`src/rtl/regfile_wb_arbiter.sv`:
```
// Register-file write-port arbiter and mul/div scoreboard.
// Shares the single write port between the in-order writeback path and the
// mul/div unit. A pending mul/div result is forced through after STARVE_LIMIT
// blocked cycles. Also tracks destinations of in-flight mul/div results so
// decode can be stalled on RAW and WAW hazards.
module regfile_wb_arbiter #(
    parameter int ADDR_SIZE     = 5,
    parameter int XLEN          = 64,
    parameter int NUM_REGISTERS = 32,
    parameter int STARVE_LIMIT  = 4
) (
    input  logic                 clk_i,
    input  logic                 rst_i,
    input  logic                 wb_valid_i,
    input  logic [ADDR_SIZE-1:0] wb_addr_i,
    input  logic [XLEN-1:0]      wb_data_i,
    input  logic                 md_valid_i,
    output logic                 md_ready_o,
    input  logic [ADDR_SIZE-1:0] md_addr_i,
    input  logic [XLEN-1:0]      md_data_i,
    input  logic                 md_issue_i,
    input  logic [ADDR_SIZE-1:0] md_issue_addr_i,
    input  logic                 dec_rs1_en_i,
    input  logic                 dec_rs2_en_i,
    input  logic [ADDR_SIZE-1:0] dec_rs1_i,
    input  logic [ADDR_SIZE-1:0] dec_rs2_i,
    input  logic                 dec_rd_en_i,
    input  logic [ADDR_SIZE-1:0] dec_rd_i,
    output logic                 write_enable_o,
    output logic [ADDR_SIZE-1:0] write_addr_o,
    output logic [XLEN-1:0]      write_data_o,
    output logic                 dec_stall_o,
    output logic                 stall_pipe_o,
    output logic                 wb_drop_o
);

    localparam logic [3:0] LIMIT = 4'(STARVE_LIMIT);

    logic [NUM_REGISTERS-1:0] busy_q, busy_d;
    logic [3:0]               wait_cnt_q, wait_cnt_d;
    logic                     wb_drop_q, wb_drop_d;

    logic                     md_accept;
    logic                     grant;
    logic [ADDR_SIZE-1:0]     grant_addr;
    logic [XLEN-1:0]          grant_data;
    logic [NUM_REGISTERS-1:0] clear_mask;
    logic [NUM_REGISTERS-1:0] set_mask;
    logic [NUM_REGISTERS-1:0] busy_eff;

    // Mux-style lookup keeps the index within the scoreboard for any width pairing.
    function automatic logic busy_at(input logic [NUM_REGISTERS-1:0] vec,
                                     input logic [ADDR_SIZE-1:0]     a);
        logic hit;
        hit = 1'b0;
        for (int i = 0; i < NUM_REGISTERS; i++) begin
            if (a == ADDR_SIZE'(i)) hit = vec[i];
        end
        return hit;
    endfunction

    // Zero-cycle arbitration: a starved mul/div result wins over writeback.
    always_comb begin
        stall_pipe_o = md_valid_i & (wait_cnt_q == LIMIT);
        md_ready_o   = ~wb_valid_i | stall_pipe_o;
        md_accept    = md_valid_i & md_ready_o;
        grant        = md_accept | wb_valid_i;
        grant_addr   = md_accept ? md_addr_i : wb_addr_i;
        grant_data   = md_accept ? md_data_i : wb_data_i;

        write_enable_o = grant & (grant_addr != '0);
        write_addr_o   = write_enable_o ? grant_addr : '0;
        write_data_o   = write_enable_o ? grant_data : '0;
    end

    // Scoreboard masks, bypass-adjusted busy view, and hazard detection.
    always_comb begin
        clear_mask = '0;
        set_mask   = '0;
        for (int i = 1; i < NUM_REGISTERS; i++) begin
            clear_mask[i] = md_accept  & (md_addr_i == ADDR_SIZE'(i));
            set_mask[i]   = md_issue_i & (md_issue_addr_i == ADDR_SIZE'(i));
        end
        busy_eff = busy_q & ~clear_mask;

        busy_d    = (busy_q & ~clear_mask) | set_mask;
        busy_d[0] = 1'b0;

        dec_stall_o = (dec_rs1_en_i & busy_at(busy_eff, dec_rs1_i))
                    | (dec_rs2_en_i & busy_at(busy_eff, dec_rs2_i))
                    | (dec_rd_en_i  & busy_at(busy_eff, dec_rd_i))
                    | (md_issue_i   & busy_at(busy_eff, md_issue_addr_i));
    end

    // Starvation counter and sticky lost-writeback flag.
    always_comb begin
        if (~md_valid_i | md_accept) begin
            wait_cnt_d = 4'd0;
        end else if (wait_cnt_q < LIMIT) begin
            wait_cnt_d = wait_cnt_q + 4'd1;
        end else begin
            wait_cnt_d = wait_cnt_q;
        end
        wb_drop_d = wb_drop_q | (wb_valid_i & stall_pipe_o);
    end

    // State registers with synchronous reset.
    always_ff @(posedge clk_i) begin
        if (rst_i) begin
            busy_q     <= '0;
            wait_cnt_q <= 4'd0;
            wb_drop_q  <= 1'b0;
        end else begin
            busy_q     <= busy_d;
            wait_cnt_q <= wait_cnt_d;
            wb_drop_q  <= wb_drop_d;
        end
    end

    assign wb_drop_o = wb_drop_q;

endmodule

```
`config.mk`:
```
export PLATFORM = sky130hd
export DESIGN_NAME = regfile_wb_arbiter
export DESIGN_NICKNAME = d
export VERILOG_FILES = /design/src/rtl/regfile_wb_arbiter.sv
export SDC_FILE = /design/constraint.sdc
export NUM_CORES = 1
export LEC_CHECK = 0
export ABC_AREA = 0
export CORE_ASPECT_RATIO = 0.8
export CORE_MARGIN = 1.5
export CORE_UTILIZATION = 42
export DETAILED_ROUTE_END_ITERATION = 10
export PLACE_DENSITY = 0.83
export SLEW_MARGIN = 15
export SYNTH_ARGS = -nofsm -noshare
export SYNTH_HDL_FRONTEND = slang
export SYNTH_SLANG_ARGS = --single-unit
```
`constraint.sdc`:
```
create_clock -name clk_i -period 4.69 [get_ports clk_i]
set_input_delay 1.407 -clock clk_i [delete_from_list [all_inputs] [get_ports clk_i]]
set_output_delay 1.407 -clock clk_i [all_outputs]
set_load 0.02 [all_outputs]
```
==> flow_summary.json, run 1 <==
{
  "status": "stopped before the end",
  "last_stage_reached": "global routing",
  "toolErrorMsg": "[ERROR GRT-0232] Routing congestion too high. Check the congestion heatmap in the GUI.",
  "die_width_microns": 123,
  "synth_area_leaders": "sky130_fd_sc_hd__nand2_1, sky130_fd_sc_hd__dfxtp_1, sky130_fd_sc_hd__a21oi_1",
  "grt.overflow.total": 47,
  "netlist-cell-type-count": 71,
  "synth.yosys.warnings": 0,
  "ys_dominant_reg_cell": "sky130_fd_sc_hd__dfxtp_1",
  "grt_util_all_layers_pct": 75.3,
  "netlist_area_sq_mm": 0.00481,
  "cts_made_buffers": 5,
  "synth_seq_cells": 36,
  "post-synth-top-area-cell": "sky130_fd_sc_hd__nand2_1",
  "avgSynthCellArea_sq_um": 5.98,
  "cts.htree.levels": 2,
  "synth_edf_count": 0,
  "ys_seq_area_share_pct": 15.0,
  "pin_count_of_the_biggest_net_entering_global_routing": 38,
  "worstEndpointGrtRepair": "dec_stall_o",
  "ioPinCount": 240,
  "floorplan.initialDensity_pct": 43.7,
  "placement_rows": 34,
  "timing.worst_endpoint.kind": "top-level output",
  "number_of_sinks_on_the_clock_net": 36,
  "buffer_ports.inserted": 239,
  "clk_tree_root_cell": "sky130_fd_sc_hd__clkbuf_16",
  "dp.final_hpwl_microns": 23200,
  "netlist.area_leader.share_pct": 16.3,
  "die_height_microns": 98.7,
  "globalplace.congestion": 1.20,
  "postSynthNetCount": 973,
  "synth-async-reset-ratio_pct": 0,
  "synthCells": 805,
  "clockBufferDepth": 2,
  "pre_cts_ws_ns": -1.39
}
-- synth_stat cells (all sizes together) (14+ instances only) --
| cell type | count |
|---|---|
| a21oi | 123 |
| clkbuf | 49 |
| dfxtp | 36 |
| inv | 14 |
| nand2 | 210 |
| nand2b | 14 |
| nand3 | 35 |
| nor2 | 57 |
| nor3 | 15 |
| o2111ai | 14 |
| o211ai | 15 |
| o21ai | 44 |
| o22ai | 21 |
-- cells by family after synthesis --
kind of cell             synth area share [%]
flip-flops                               15.0
AND/OR/NAND/NOR                          36.5
buffers and inverters                    6.50
AO/OA/AOI/OAI                            39.9
adder cells (fa/ha/maj)                 0.520
XOR/XNOR                                0.364
multiplexers                             1.27
-- layer usage --
layer / global-route usage, % / overflow
met2: 90.6 / 18
met5: 35.4 / 1
met3: 61.6 / 1
met1: 75.0 / 0
met4: 73.9 / 27
-- stage by stage --
step                      instance area (sq um)  cells  hold WS [ns]  utilization [%]  TNS, ns
after global placement                     9070   1373         0.449             82.4   -69.40
after CTS                                  9650   1406         0.488             87.6   -0.273
after detailed placement                   9070   1373         0.467             82.4   -74.04
after floorplan                            4810    805         0.453                -        0
-- timing repair --
item / CTS
setup endpoints to repair: 71
pin swaps: 22
hold buffers: 0
gates cloned: 6
resized for setup: 353
buffers inserted: 19
==> run 2, diff against run 1 <==
- CORE_ASPECT_RATIO: 0.8 -> unset
- CORE_UTILIZATION: 42 -> 30
- PLACE_DENSITY: 0.83 -> unset
- PLACE_DENSITY_LB_ADDON: unset -> 0.15
==> flow_summary.json, run 2 <==
{
  "status": "finished, violations left",
  "violations": "negative setup slack",
  "fillers": 1534,
  "globalplace.congestion": 1.01,
  "flip_flop_count_of_the_largest_register_all_copies_and_words_added": 31,
  "drcViolationCount": 0,
  "internal_power_uw": 901,
  "endpoint_kind": "output pin",
  "rr_worst_depth": 12,
  "cts_hold_buffers": 0,
  "synth-async-reset-ratio_pct": 0,
  "dr_total_vias": 8004,
  "postSynthNetCount": 973,
  "cts.clk_slew.worst_paths_ns": 0.05,
  "setup.reg_to_reg.worst_slack_ns": 2.64,
  "tritoncts_clock_tree": "done",
  "grt.overflow.total": 0,
  "largest_stage_delay_on_the_critical_path_ns": 0.35,
  "drt_iter0_drc": 717,
  "antenna_found_initial": 0,
  "post_route_setup_slack_ns": -0.328,
  "clock.fmax_mhz": 199,
  "synthTopCellsByCount": "sky130_fd_sc_hd__nand2_1, sky130_fd_sc_hd__a21oi_1, sky130_fd_sc_hd__nor2_1, sky130_fd_sc_hd__clkbuf_1, sky130_fd_sc_hd__dfxtp_1",
  "max_cap_viol_count": 0,
  "synth.yosys.warnings": 0,
  "finish.net_count": 1434,
  "register_containing_the_most_flip_flops_in_the_final_layout": "busy_q",
  "synth_xor_xnor_area_share_pct": 0.364,
  "synth_edf_count": 0,
  "min_to": "wb_drop_o",
  "pwr-share-comb_pct": 54.1,
  "area.growth.synth_to_final_pct": 103,
  "worstHoldPathCells": 2,
  "cell_with_the_most_instances_after_synthesis": "sky130_fd_sc_hd__nand2_1",
  "crit_fanout": 5,
  "postRouteAntennaNets": 0,
  "worstReg2RegStart": "wait_cnt_q[0]",
  "synth_top_family_by_area": "compound AO/OA/AOI/OAI gates",
  "grt_pass1_wl_microns": 42900,
  "mostFrequentLayoutCells": "sky130_fd_sc_hd__buf_4, sky130_fd_sc_hd__nand2_1, sky130_fd_sc_hd__clkdlybuf4s50_1, sky130_fd_sc_hd__a21oi_1, sky130_fd_sc_hd__nor2_1",
  "netlist-cell-type-count": 71,
  "seqPwrFrac_pct": 22.1,
  "synth_area_leaders": "sky130_fd_sc_hd__nand2_1, sky130_fd_sc_hd__dfxtp_1, sky130_fd_sc_hd__a21oi_1",
  "critPathKind": "input pin to output pin",
  "synth-simple-area-share_pct": 36.5,
  "cts.htree.levels": 2,
  "timing_worst_slew_pin_value_ns": 0.517,
  "worst_path_max_delay_cell": "sky130_fd_sc_hd__a2111o_1",
  "grt_util_all_layers_pct": 33.4,
  "clk_tree_root_cell": "sky130_fd_sc_hd__clkbuf_16",
  "most_frequent_cell_on_critical_path": "sky130_fd_sc_hd__buf_4",
  "cell_by_cell_trace_of_the_critical_path": "clkbuf_4, buf_4, nand2b_1, a2111o_1, buf_4, a31oi_1, o32ai_1, o21ai_0, a31oi_2, a31oi_2, nand4_1, buf_4",
  "buffer_ports.inserted": 239,
  "min_path_type": "flop to flop",
  "placement_rows": 46,
  "share_clk_of_total_power_pct": 23.8,
  "powerDensity_mw_per_mm2": 145,
  "ioPinCount": 240,
  "max_slew_violation_count": 0,
  "ys_dominant_reg_cell": "sky130_fd_sc_hd__dfxtp_1",
  "synth_seq_cells": 36,
  "floorplan.initialDensity_pct": 30.5,
  "antenna_cells": 0,
  "vdd_ir_drop_max_mv": 0.187,
  "post-synth-top-area-cell": "sky130_fd_sc_hd__nand2_1",
  "pin_count_of_the_biggest_net_entering_global_routing": 62,
  "synthCells": 805,
  "worst_ep_arrival_time_ns": 3.61,
  "p_switching_uw": 520,
  "period_needed_ns": 5.02,
  "number_of_sinks_on_the_clock_net": 36,
  "design.core.area_sq_mm": 0.0158,
  "post_drt_via_cell_ratio": 5.40,
  "grt_setup_unrepaired": "true",
  "ys_seq_area_share_pct": 15.0,
  "die_width_microns": 130,
  "hold_ws_ns": 0.477,
  "netlist.area_leader.share_pct": 16.3,
  "p_leak_nw": 4.04,
  "finalSetupViolations": 1,
  "postRouteWirelength_microns": 29700,
  "fin_clk_skew_ns": 0.00361,
  "startpoint_type": "input pin",
  "rr_endpoint": "busy_q[22]",
  "timing.final.crit_share_pct": 107,
  "synth.area.mux_share_pct": 1.27,
  "cts_made_buffers": 5,
  "clockBufferDepth": 2,
  "synth_fa_ha_area_share_pct": 0.520,
  "layout-drive-gt1-share_pct": 34.1,
  "netlist_area_sq_mm": 0.00481,
  "dp.final_hpwl_microns": 23500,
  "timing.hold.worst.start": "wb_drop_o",
  "maxSlewHeadroom_pct": 65.5,
  "synth_compound_area_share_pct": 39.9,
  "worst_skew_pair.late_latency_ns": 0.28,
  "wire_per_inst_microns": 20.0,
  "dieArea_sq_mm": 0.0168,
  "die_height_microns": 130,
  "drt-pass1-iter-count": 8,
  "critPathRequiredTime_ns": 3.28,
  "final-hold-violation-count": 0,
  "grt_pass1_vias": 7540,
  "pre_cts_ws_ns": -1.42,
  "netSwitchingFraction_pct": 36.6,
  "avgSynthCellArea_sq_um": 5.98,
  "layout.cells.most_common": "sky130_fd_sc_hd__buf_4"
}
[run 2: cell counts after synthesis]
No cell type changed its count.
[run 2: cell type report]
cell class              instances  area (sq um)  share of cell area, %
repair inverters                1          8.76                 0.0896
well taps                     216           270                   2.76
clock buffers                   8           146                   1.50
flip-flops and latches         36           721                   7.37
multi-input cells             693          4220                   43.2
inverters                      18          81.3                  0.832
repair buffers                511          4330                   44.3
[run 2: timing repair]
action,4_1_cts,5_1_grt
setup endpoints to repair,71,65
resized for setup,306,75
endpoints found under the hold margin,0,0
pin swaps,28,21
cloned,3,1
buffers inserted,19,8
[run 2: worst max-delay path: cells and delay by family]
family,cells,cell delay (ns)
AO/OA/AOI/OAI,6,1.23
buffers and inverters,4,0.64
AND/OR/NAND/NOR,2,0.33
[run 2: power groups by stage]
stage	clock (mW)	sequential [mW]	combinational, mW
3_3_place_gp	0	0.320	0.747
6_report	0.338	0.314	0.769
5_1_grt	0.351	0.314	0.817
2_1_floorplan	0	0.318	0.298
3_5_place_dp	0	0.320	0.743
4_1_cts	0.340	0.314	0.756
[run 2: logic make-up after synthesis]
kind of cell,after synthesis
simple gates,389
compound gates,292
buf+inv,78
flops,36
mux,6
xor+xnor,2
fa+ha+maj,2
[run 2: worst max path at each step]
| stage | from | to | slack (ns) | cells after the start |
|---|---|---|---|---|
| detailed placement | md_valid_i | dec_stall_o | -1.42 | 12 |
| floorplan | md_addr_i[1] | dec_stall_o | 0.0006 | 9 |
| CTS | md_valid_i | dec_stall_o | -0.34 | 13 |
| finish | md_addr_i[3] | dec_stall_o | -0.33 | 12 |
| global route | md_valid_i | dec_stall_o | -0.41 | 13 |
| global placement | md_valid_i | dec_stall_o | -1.43 | 13 |
[run 2: layer usage]
metal	track usage (%)	up-vias	part of all wire [%]
met4	8.82	0	3.1
met3	6.03	67	8.9
met2	54.5	388	46
li1	-	3871	-
met5	0	-	0
met1	45.3	3678	42
[run 2: metrics by stage]
step | util, % | power, mW | cells | cell area [sq um] | setup TNS, ns
CTS | 61.6 | 1.41 | 1474 | 9710 | -0.452
global route | 62.0 | 1.48 | 1483 | 9780 | -0.425
global placement | 57.8 | 1.07 | 1444 | 9120 | -59.69
finish | 62.0 | 1.42 | 1483 | 9780 | -0.328
floorplan | - | 0.616 | 805 | 4810 | 0
detailed placement | 57.8 | 1.06 | 1444 | 9120 | -60.96
(Power assumes the default switching activity.)
==> run 3, diff against run 2 <==
- CTS_CLUSTER_DIAMETER: unset -> 120
==> results of run 3 <==
Final layout, timing and power as in run 2 (identical DEF).
==> run 4, diff against run 3 <==
==> constraint.sdc (replaced) <==
create_clock -name clk_i -period 4.69 [get_ports clk_i]
set_input_delay 1.407 -clock clk_i [delete_from_list [all_inputs] [get_ports clk_i]]
set_output_delay 1.407 -clock clk_i [all_outputs]
set_load 0.1 [all_outputs]
==> flow_summary.json, run 4 (synthesis results as in run 2) <==
{
  "final-hold-violation-count": 0,
  "die_height_microns": 130,
  "worstReg2RegStart": "wait_cnt_q[0]",
  "floorplan.initialDensity_pct": 30.5,
  "drt-pass1-iter-count": 7,
  "placement_rows": 46,
  "clockBufferDepth": 2,
  "dp.final_hpwl_microns": 24300,
  "postRouteAntennaNets": 0,
  "cp-startpoint": "md_valid_i",
  "post_drt_via_cell_ratio": 5.67,
  "globalplace.congestion": 1.02,
  "dr_total_vias": 8402,
  "cts_hold_buffers": 0,
  "cts_made_buffers": 5,
  "ioPinCount": 240,
  "share_clk_of_total_power_pct": 18.4,
  "cts.htree.levels": 2,
  "die_width_microns": 130,
  "worst_ep_arrival_time_ns": 3.72,
  "clk_tree_root_cell": "sky130_fd_sc_hd__clkbuf_16",
  "crit_fanout": 6,
  "hold_ws_ns": 0.493,
  "layout-drive-gt1-share_pct": 40.1,
  "setup.reg_to_reg.worst_slack_ns": 2.58,
  "fin_clk_skew_ns": 0.00693,
  "period_needed_ns": 5.12,
  "timing.hold.worst.start": "wait_cnt_q[3]",
  "powerDensity_mw_per_mm2": 183,
  "postRouteWirelength_microns": 31600,
  "post-route-util_pct": 72.9,
  "pre_cts_ws_ns": -1.05,
  "drcViolationCount": 0,
  "mostFrequentLayoutCells": "sky130_fd_sc_hd__buf_4, sky130_fd_sc_hd__nand2_1, sky130_fd_sc_hd__clkdlybuf4s50_1, sky130_fd_sc_hd__buf_12, sky130_fd_sc_hd__a21oi_4",
  "startpoint_type": "input pin",
  "max_cap_viol_count": 0,
  "endpoint_kind": "output pin",
  "pwr-share-comb_pct": 66.7,
  "worst_skew_pair.late_latency_ns": 0.28,
  "register_containing_the_most_flip_flops_in_the_final_layout": "busy_q",
  "vdd_ir_drop_max_mv": 0.234,
  "antenna_found_initial": 2,
  "p_leak_nw": 4.51,
  "post_route_setup_slack_ns": -0.435,
  "netSwitchingFraction_pct": 45.6,
  "layout.cells.most_common": "sky130_fd_sc_hd__buf_4",
  "tritoncts_clock_tree": "done",
  "flip_flop_count_of_the_largest_register_all_copies_and_words_added": 31,
  "critPathRequiredTime_ns": 3.28,
  "design.core.area_sq_mm": 0.0158,
  "grt_pass1_vias": 7916,
  "drt_iter0_drc": 924,
  "clock.fmax_mhz": 195,
  "grt_pass1_wl_microns": 45700,
  "violations": "negative setup slack",
  "timing_worst_slew_pin_value_ns": 1.00,
  "critPathKind": "input pin to output pin",
  "p_switching_uw": 959,
  "grt_util_all_layers_pct": 35.7,
  "min_path_type": "flop to flop",
  "finish.net_count": 1432,
  "max_slew_violation_count": 0,
  "maxSlewHeadroom_pct": 33.1,
  "wire_per_inst_microns": 21.4,
  "status": "finished, violations left",
  "internal_power_mw": 1.15,
  "grt_setup_unrepaired": "true",
  "number_of_sinks_on_the_clock_net": 36,
  "seqPwrFrac_pct": 14.9,
  "cts.clk_slew.worst_paths_ns": 0.06,
  "buffer_ports.inserted": 239,
  "dp.cells": 1443,
  "pin_count_of_the_biggest_net_entering_global_routing": 36,
  "timing.final.crit_share_pct": 109,
  "layoutNonFillerInstCount": 1482,
  "area.growth.synth_to_final_pct": 139,
  "dieArea_sq_mm": 0.0168,
  "finalSetupViolations": 9,
  "grt.overflow.total": 0
}
-- run 4: changes by cell type in the layout (fill, tap and decap cells not counted), moves of 7 or more --
cell                            change
sky130_fd_sc_hd__buf_6              +7
sky130_fd_sc_hd__a21oi_2           +10
sky130_fd_sc_hd__buf_4             -19
sky130_fd_sc_hd__buf_2             -38
sky130_fd_sc_hd__a21oi_4           +55
sky130_fd_sc_hd__a21oi_1           -65
sky130_fd_sc_hd__dlygate4sd2_1      -7
sky130_fd_sc_hd__buf_12            +76
-- run 4: through the flow --
stage / power (mW) / TNS (ns) / area [sq um]
6_report: 2.10 / -0.551 / 11500
4_1_cts: 2.08 / -4.29 / 11300
3_3_place_gp: 1.65 / -56.90 / 10600
5_1_grt: 2.16 / -1.41 / 11500
3_5_place_dp: 1.65 / -58.61 / 10600
2_1_floorplan: 1.05 / -7.85 / 5570
-- run 4: worst max-delay path, stage by stage --
cell                              delay [ns]
sky130_fd_sc_hd__buf_8                  0.11
sky130_fd_sc_hd__nor2b_4                0.13
sky130_fd_sc_hd__clkdlybuf4s15_2        0.26
sky130_fd_sc_hd__o21ai_4                0.31
sky130_fd_sc_hd__o21ai_4                0.12
sky130_fd_sc_hd__buf_4                  0.16
sky130_fd_sc_hd__a221oi_1               0.32
sky130_fd_sc_hd__nand2_1                0.14
sky130_fd_sc_hd__a222oi_1               0.27
sky130_fd_sc_hd__a31oi_1                0.13
sky130_fd_sc_hd__nand4_1                0.15
sky130_fd_sc_hd__buf_12                 0.19
-- run 4: repair_timing --
action / CTS / global route
pin swaps: 26 / 6
buffers inserted: 17 / 7
cloned: 5 / 1
endpoints found under the setup margin: 70 / 70
gates resized for setup: 104 / 32
-- run 4: layout make-up --
class | instances | area (sq um)
fillers | 1225 | 4270
well taps | 216 | 270
flip-flops and latches | 36 | 721
diodes | 1 | 2.50
multi-input cells | 691 | 4810
inverters | 18 | 80.1
clock buffers | 5 | 125
repair buffers | 512 | 5450
clock inverters | 3 | 42.5
-- run 4: power by group through the flow --
stage	clock, mW	combinational [mW]	sequential (mW)
after floorplan	0	0.730	0.318
after global placement	0	1.33	0.320
after detailed placement	0	1.33	0.320
after CTS	0.384	1.38	0.314
after global routing	0.397	1.45	0.314
final	0.387	1.40	0.314
-- run 4: worst paths after layout --
kind	to	depth (start not counted)
min reg2reg	wait_cnt_q[3]	2
max	dec_stall_o	12
min	wait_cnt_q[3]	2
max reg2reg	busy_q[25]	11
-- run 4: metal layers --
layer	vias to the layer above	part of all wire (%)	GRT usage (%)
li1	3864	-	-
met1	3893	40	47.8
met2	555	45	56.4
met3	90	11	8.01
met4	0	3.7	12.3
met5	-	0	0
